## src/rtl/axis_packet_fifo.sv

```systemverilog
// axis_packet_fifo
// Store-and-forward AXI-Stream packet buffer placed between the cipher
// core's master stream and the DMA S2MM channel. The upstream master does
// not stall, so incoming beats are held until their packet completes. Only
// whole packets are ever presented downstream. A packet that cannot fit is
// dropped whole.
//
// Ports:
//   pkt_fifo_clk    clock
//   pkt_fifo_reset  synchronous active-high reset
//   s_axis_*        upstream stream (valid/data/last in, ready out)
//   m_axis_*        downstream stream (valid/data/last out, ready in)
//   pkt_count       complete packets held
//   word_count      words held (committed + in-progress + output stages)
//   overflow        sticky, set on any drop
//   drop_count      dropped packets, saturating at 16'hFFFF
module axis_packet_fifo #(
    parameter int DEPTH  = 64,
    parameter int DATA_W = 32,
    parameter int ADDR_W = 6
) (
    input  logic              pkt_fifo_clk,
    input  logic              pkt_fifo_reset,
    input  logic              s_axis_valid,
    input  logic [DATA_W-1:0] s_axis_data,
    input  logic              s_axis_last,
    output logic              s_axis_ready,
    output logic              m_axis_valid,
    output logic [DATA_W-1:0] m_axis_data,
    output logic              m_axis_last,
    input  logic              m_axis_ready,
    output logic [ADDR_W:0]   pkt_count,
    output logic [ADDR_W:0]   word_count,
    output logic              overflow,
    output logic [15:0]       drop_count
);

    localparam logic STATE_ACCEPT = 1'b0;
    localparam logic STATE_DROP   = 1'b1;

    localparam logic [ADDR_W:0] PTR_ONE   = {{ADDR_W{1'b0}}, 1'b1};
    localparam logic [ADDR_W:0] DEPTH_CNT = {1'b1, {ADDR_W{1'b0}}};

    logic [DATA_W:0] mem [DEPTH];

    logic [ADDR_W:0] wrSpec_q, wrSpec_d;
    logic [ADDR_W:0] wrCommit_q, wrCommit_d;
    logic [ADDR_W:0] fetch_q, fetch_d;
    logic [ADDR_W:0] rd_q, rd_d;
    logic            state_q, state_d;
    logic            pfValid_q, pfValid_d;
    logic [DATA_W:0] pfData_q;
    logic            outValid_q, outValid_d;
    logic [DATA_W:0] outData_q, outData_d;
    logic [ADDR_W:0] pktCount_q, pktCount_d;
    logic            overflow_q, overflow_d;
    logic [15:0]     dropCount_q, dropCount_d;

    logic [ADDR_W:0] used;
    logic            full;
    logic            beatIn;
    logic            wrAccept;
    logic            wrDrop;
    logic            commit;
    logic            xfer;
    logic            lastXfer;
    logic            outLoad;
    logic            ramRead;

    // Handshake decode. rd_q only advances when a word leaves the block, so
    // words sitting in the prefetch/output registers still count as used;
    // fetch_q is the separate RAM read pointer that feeds those registers.
    always_comb begin
        used     = wrSpec_q - rd_q;
        full     = (used == DEPTH_CNT);
        beatIn   = s_axis_valid & (state_q == STATE_ACCEPT);
        wrAccept = beatIn & ~full;
        wrDrop   = beatIn & full;
        commit   = wrAccept & s_axis_last;
        xfer     = outValid_q & m_axis_ready;
        lastXfer = xfer & outData_q[DATA_W];
        outLoad  = pfValid_q & (~outValid_q | xfer);
        // Only committed words are fetched; the prefetch slot must be free
        // or emptying this cycle so a stream flows at one beat per cycle.
        ramRead  = (fetch_q != wrCommit_q) & (~pfValid_q | outLoad);
    end

    // Next-state logic for pointers, write FSM, output pipeline and counters.
    always_comb begin
        wrSpec_d    = wrSpec_q;
        wrCommit_d  = wrCommit_q;
        state_d     = state_q;
        overflow_d  = overflow_q;
        dropCount_d = dropCount_q;
        pktCount_d  = pktCount_q;

        if (wrAccept) begin
            wrSpec_d = wrSpec_q + PTR_ONE;
            if (s_axis_last) begin
                wrCommit_d = wrSpec_q + PTR_ONE;
            end
        end else if (wrDrop) begin
            // Rewind discards the partial packet; a lost last beat ends it.
            wrSpec_d   = wrCommit_q;
            overflow_d = 1'b1;
            if (dropCount_q != 16'hFFFF) begin
                dropCount_d = dropCount_q + 16'd1;
            end
            if (!s_axis_last) begin
                state_d = STATE_DROP;
            end
        end

        if ((state_q == STATE_DROP) && s_axis_valid && s_axis_last) begin
            state_d = STATE_ACCEPT;
        end

        unique case ({commit, lastXfer})
            2'b10:   pktCount_d = pktCount_q + PTR_ONE;
            2'b01:   pktCount_d = pktCount_q - PTR_ONE;
            default: pktCount_d = pktCount_q;
        endcase

        fetch_d    = ramRead ? fetch_q + PTR_ONE : fetch_q;
        rd_d       = xfer ? rd_q + PTR_ONE : rd_q;
        pfValid_d  = ramRead | (pfValid_q & ~outLoad);
        outValid_d = outLoad | (outValid_q & ~xfer);
        outData_d  = outLoad ? pfData_q : outData_q;
    end

    // Control and output registers with synchronous reset.
    always_ff @(posedge pkt_fifo_clk) begin
        if (pkt_fifo_reset) begin
            wrSpec_q    <= '0;
            wrCommit_q  <= '0;
            fetch_q     <= '0;
            rd_q        <= '0;
            state_q     <= STATE_ACCEPT;
            pfValid_q   <= 1'b0;
            outValid_q  <= 1'b0;
            outData_q   <= '0;
            pktCount_q  <= '0;
            overflow_q  <= 1'b0;
            dropCount_q <= '0;
        end else begin
            wrSpec_q    <= wrSpec_d;
            wrCommit_q  <= wrCommit_d;
            fetch_q     <= fetch_d;
            rd_q        <= rd_d;
            state_q     <= state_d;
            pfValid_q   <= pfValid_d;
            outValid_q  <= outValid_d;
            outData_q   <= outData_d;
            pktCount_q  <= pktCount_d;
            overflow_q  <= overflow_d;
            dropCount_q <= dropCount_d;
        end
    end

    // Storage RAM with synchronous read into the prefetch register. The read
    // address never aliases the write address because fetch_q trails
    // wr_spec by less than DEPTH whenever a write is allowed.
    always_ff @(posedge pkt_fifo_clk) begin
        if (wrAccept) begin
            mem[wrSpec_q[ADDR_W-1:0]] <= {s_axis_last, s_axis_data};
        end
        if (ramRead) begin
            pfData_q <= mem[fetch_q[ADDR_W-1:0]];
        end
    end

    assign s_axis_ready = (state_q == STATE_DROP) | ~full;
    assign m_axis_valid = outValid_q;
    assign m_axis_data  = outData_q[DATA_W-1:0];
    assign m_axis_last  = outData_q[DATA_W];
    assign pkt_count    = pktCount_q;
    assign word_count   = used;
    assign overflow     = overflow_q;
    assign drop_count   = dropCount_q;

endmodule

```

## config.mk

```make
export PLATFORM = sky130hd
export DESIGN_NAME = axis_packet_fifo
export DESIGN_NICKNAME = d
export VERILOG_FILES = /design/src/rtl/axis_packet_fifo.sv
export SDC_FILE = /design/constraint.sdc
export NUM_CORES = 2
export LEC_CHECK = 0
export ABC_AREA = 1
export CAP_MARGIN = 20
export CORE_MARGIN = 5
export CORE_UTILIZATION = 43
export CTS_CLUSTER_DIAMETER = 30
export DETAILED_ROUTE_END_ITERATION = 10
export MAX_ROUTING_LAYER = met4
export PLACE_DENSITY = 0.57
export SYNTH_ARGS = -nofsm -noshare
export SYNTH_HDL_FRONTEND = slang
export SYNTH_SLANG_ARGS = --single-unit
```

## constraint.sdc

```tcl
create_clock -name pkt_fifo_clk -period 4.64 [get_ports pkt_fifo_clk]
set_input_delay 1.16 -clock pkt_fifo_clk [delete_from_list [all_inputs] [get_ports pkt_fifo_clk]]
set_output_delay 1.16 -clock pkt_fifo_clk [all_outputs]
set_load 0.01 [all_outputs]
```

==> results.yml <==
floorplan:
  fp.dieH_microns: 463.1
  ios: 103
  dieArea_sq_um: 214500
  initial_core_util_pct: 43.20
  die_x_microns: 463.1
  rows: 166
  coreArea_sq_um: 204400
critical_path:
  slowest_stage: "fa_1"
  start_kind: "register"
  critPathKind: "register to output port"
  crit_buf_inv: 2
  crit_chain: "inv_1 > ha_1 > fa_1 > nand2_1 > nor2_2 > nand3_1 > nor2_4 > nand3_4 > or2_2 > dlymetal6s2s_1"
  critPathArrivalTime_ns: 3.08
  critPathCaptureType: "output port"
  cp_max_fo: 2
  slowest_delay_ns: 0.50
  cp_top_family: "simple AND/OR/NAND/NOR gates"
  cp.required_ns: 3.48
detailed_routing:
  drcViolationCount: 0
  via_count: 59220
  vias_per_cell: 5.756
  drt_iter0_drc: 7086
  post_drt_wl_per_cell_microns: 26.93
  ant_nets: 0
  detail_route.first_pass.iterations: 8
  wl_mm: 277.1
cells_and_area:
  fillers: 16930
  drive_gt1_share_pct: 14.71
  final_common_cell: "edfxtp_1"
  layout_common_cells: "2145 x edfxtp_1, 1429 x nor2_1, 1076 x o21ai_0, 468 x clkbuf_16, 432 x nand2_1"
  finalNonFillerCells: 10290
  multi_input_area_sq_um: 20260
  syn_to_final_growth_pct: 23.46
  final_area_sq_um: 109000
  regArea_sq_um: 66190
  nets: 7265
yosys:
  ys_top_cells_by_area: "edfxtp_1 73%, nor2_1 6.4%, o21ai_0 6.1%, o211ai_1 2.1%, dfxtp_1 2.0%"
  yosysSeqAreaShare_pct: 74.95
  yosysTopAreaCellShare_pct: 72.95
  synth_seq_cells: 2233
  ys.flop_type: "edfxtp_1"
  ys_types: 41
  yosysWarnings: 0
  synthCells: 6904
  synth_area_leader_cell: "edfxtp_1"
  synth-async-reset-ratio_pct: 0
  synth_edf_count: 2145
  syn_avg_cell_area_sq_um: 12.79
  synth_nets: 6955
  syn_area_sq_um: 88290
cts:
  ctsHoldBuffers: 0
  cts-root-buf: "clkbuf_16"
  clk_path_buf_depth: 4
  cts_buffers: 460
  insertion_delay_ns: 0.97
  h-tree-depth: 5
  cts_sinks: 2233
  cts_tree: "yes"
  path_clk_slew_ns: 0.05
global_route:
  use_met3_pct: 4.794
  grt_overflow: 0
  antenna_found_initial: 10
  grt_pass1_vias: 56780
  grt_max_degree: 185
  grt_use_met2_pct: 39.57
  met1_usage_pct: 34.35
  grt_pass1_wl_mm: 398.4
  grt_busiest_layer: "met2"
  grt_use_total_pct: 25.86
timing:
  clock.fmax_mhz: 236.1
  maxSlewViolCount: 0
  setup_tns_ns: 0
  rsz0062_at_grt: "false"
  skew_ns: 0.07946
  period_share_pct: 91.28
  worstMarginPinSlew_ns: 1.112
  relSlewSlack_pct: 25.90
  fin_ws_ns: 0.4044
  period_needed_ns: 4.236
  setup_viol: 0
  hold_viol: 0
power:
  power.leakage_nw: 36.30
  peakVddDrop_v: 0.0004718
  powerDensity_nw_per_um2: 638.0
place:
  pre_cts_slack_ns: 0.5262
  postPlaceCellArea_sq_um: 93260
  place_congestion: 0.9046
  dpl.hpwl_mm: 159.3
  dpl.cell_count: 9438
  port_buffers: 102
run_status:
  status: "finished clean"
flow_run:
  maxCapViolCount: 0
worst_hold_path:
  hold_path.class: "register to register"
where the power goes:
group	internal, mW	leakage, nW	switching (mW)
registers	22.6	20.1	0.298
logic	3.52	8.63	10.2
clock network	22.4	7.61	10.5
routing by layer:
metal	vias up	routed length (microns)
li1	26240	-
met1	29570	111700
met2	2887	129400
met3	524	24250
met4	0	11740
met5	-	0
stage by stage:
| stage | power [mW] | hold slack [ns] | util [%] |
|---|---|---|---|
| final | 69.55 | 0.4705 | 53.34 |
| after global routing | 71.94 | 0.4951 | 53.32 |
| after CTS | 69.76 | 0.4814 | 53.32 |
| after detailed placement | 36.79 | 0.4700 | 45.63 |
| after global placement | 36.73 | 0.4565 | 45.63 |
| after floorplan | 30.87 | 0.4506 | - |
cells in the mapped netlist, types with 10 or more instances:
cell type,number
dfxtp_1,88
edfxtp_1,2145
o21ai_0,1076
o211ai_1,252
clkbuf_1,270
xor2_1,21
inv_1,72
nand3_2,10
o221ai_1,11
nand3_1,317
nand2_1,433
o21ai_1,47
o22ai_1,280
buf_4,10
ha_1,13
nand4_1,26
a21oi_1,90
buf_2,156
nor2_1,1495
buf_1,20
what timing repair did:
| action | in CTS | in global routing |
|---|---|---|
| buffers inserted | 2 | 0 |
| gates cloned | 0 | 0 |
| setup endpoints to repair | 1 | 1 |
| pin swaps | 1 | 0 |
| gates resized for setup | 3 | 3 |
worst register-to-register path, stage by stage (launching register included):
cell,delay [ns]
dfxtp_1,0.33
inv_1,0.06
ha_1,0.22
fa_1,0.38
inv_1,0.13
nand2_1,0.08
nand2_2,0.08
nor2_2,0.04
nand3_1,0.13
nor2_4,0.06
nand3_4,0.07
buf_4,0.23
nand3_1,0.15
or2_2,0.67
nor2_4,0.21
buf_4,0.47
path summary, 6_finish.rpt:
path | start | endpoint | slack (ns) | cells past startpoint
setup / recovery | wrSpec_q[0] | s_axis_ready | 0.40 | 10
setup reg to reg | wrSpec_q[0] | mem[54][24] | 0.89 | 15
hold reg to reg | overflow | overflow | 0.47 | 2
hold / removal | overflow | overflow | 0.47 | 2
flip-flops by register name, indices dropped and copies added, names as in the netlist, 7 cells and up:
register and flops:
mem 2112, pkt_count 7, pfData_q 33, fetch_q 7
rd_q 7, drop_count 16, outData_q 33, wrSpec_q 7
wrCommit_q 7
area by class of cell:
class                      instances  area share (%)
antenna                           10         0.02296
tap                             2688           3.085
timing repair buffer             313           2.870
sequential                      2233           60.72
clock buffer                     511           10.94
multi-input combinational       4122           18.59
clock inverter                   326           3.453
inverter                          84          0.3225
cells by family after synthesis:
family          count (synthesis)  share of synthesized area [%]
flops                        2233                          74.95
simple gates                 2311                          10.64
xor+xnor                       30                         0.2976
fa+ha+maj                      14                         0.2069
buf+inv                       549                          2.681
compound gates               1767                          11.23
Power figures use the tool's default switching activity.
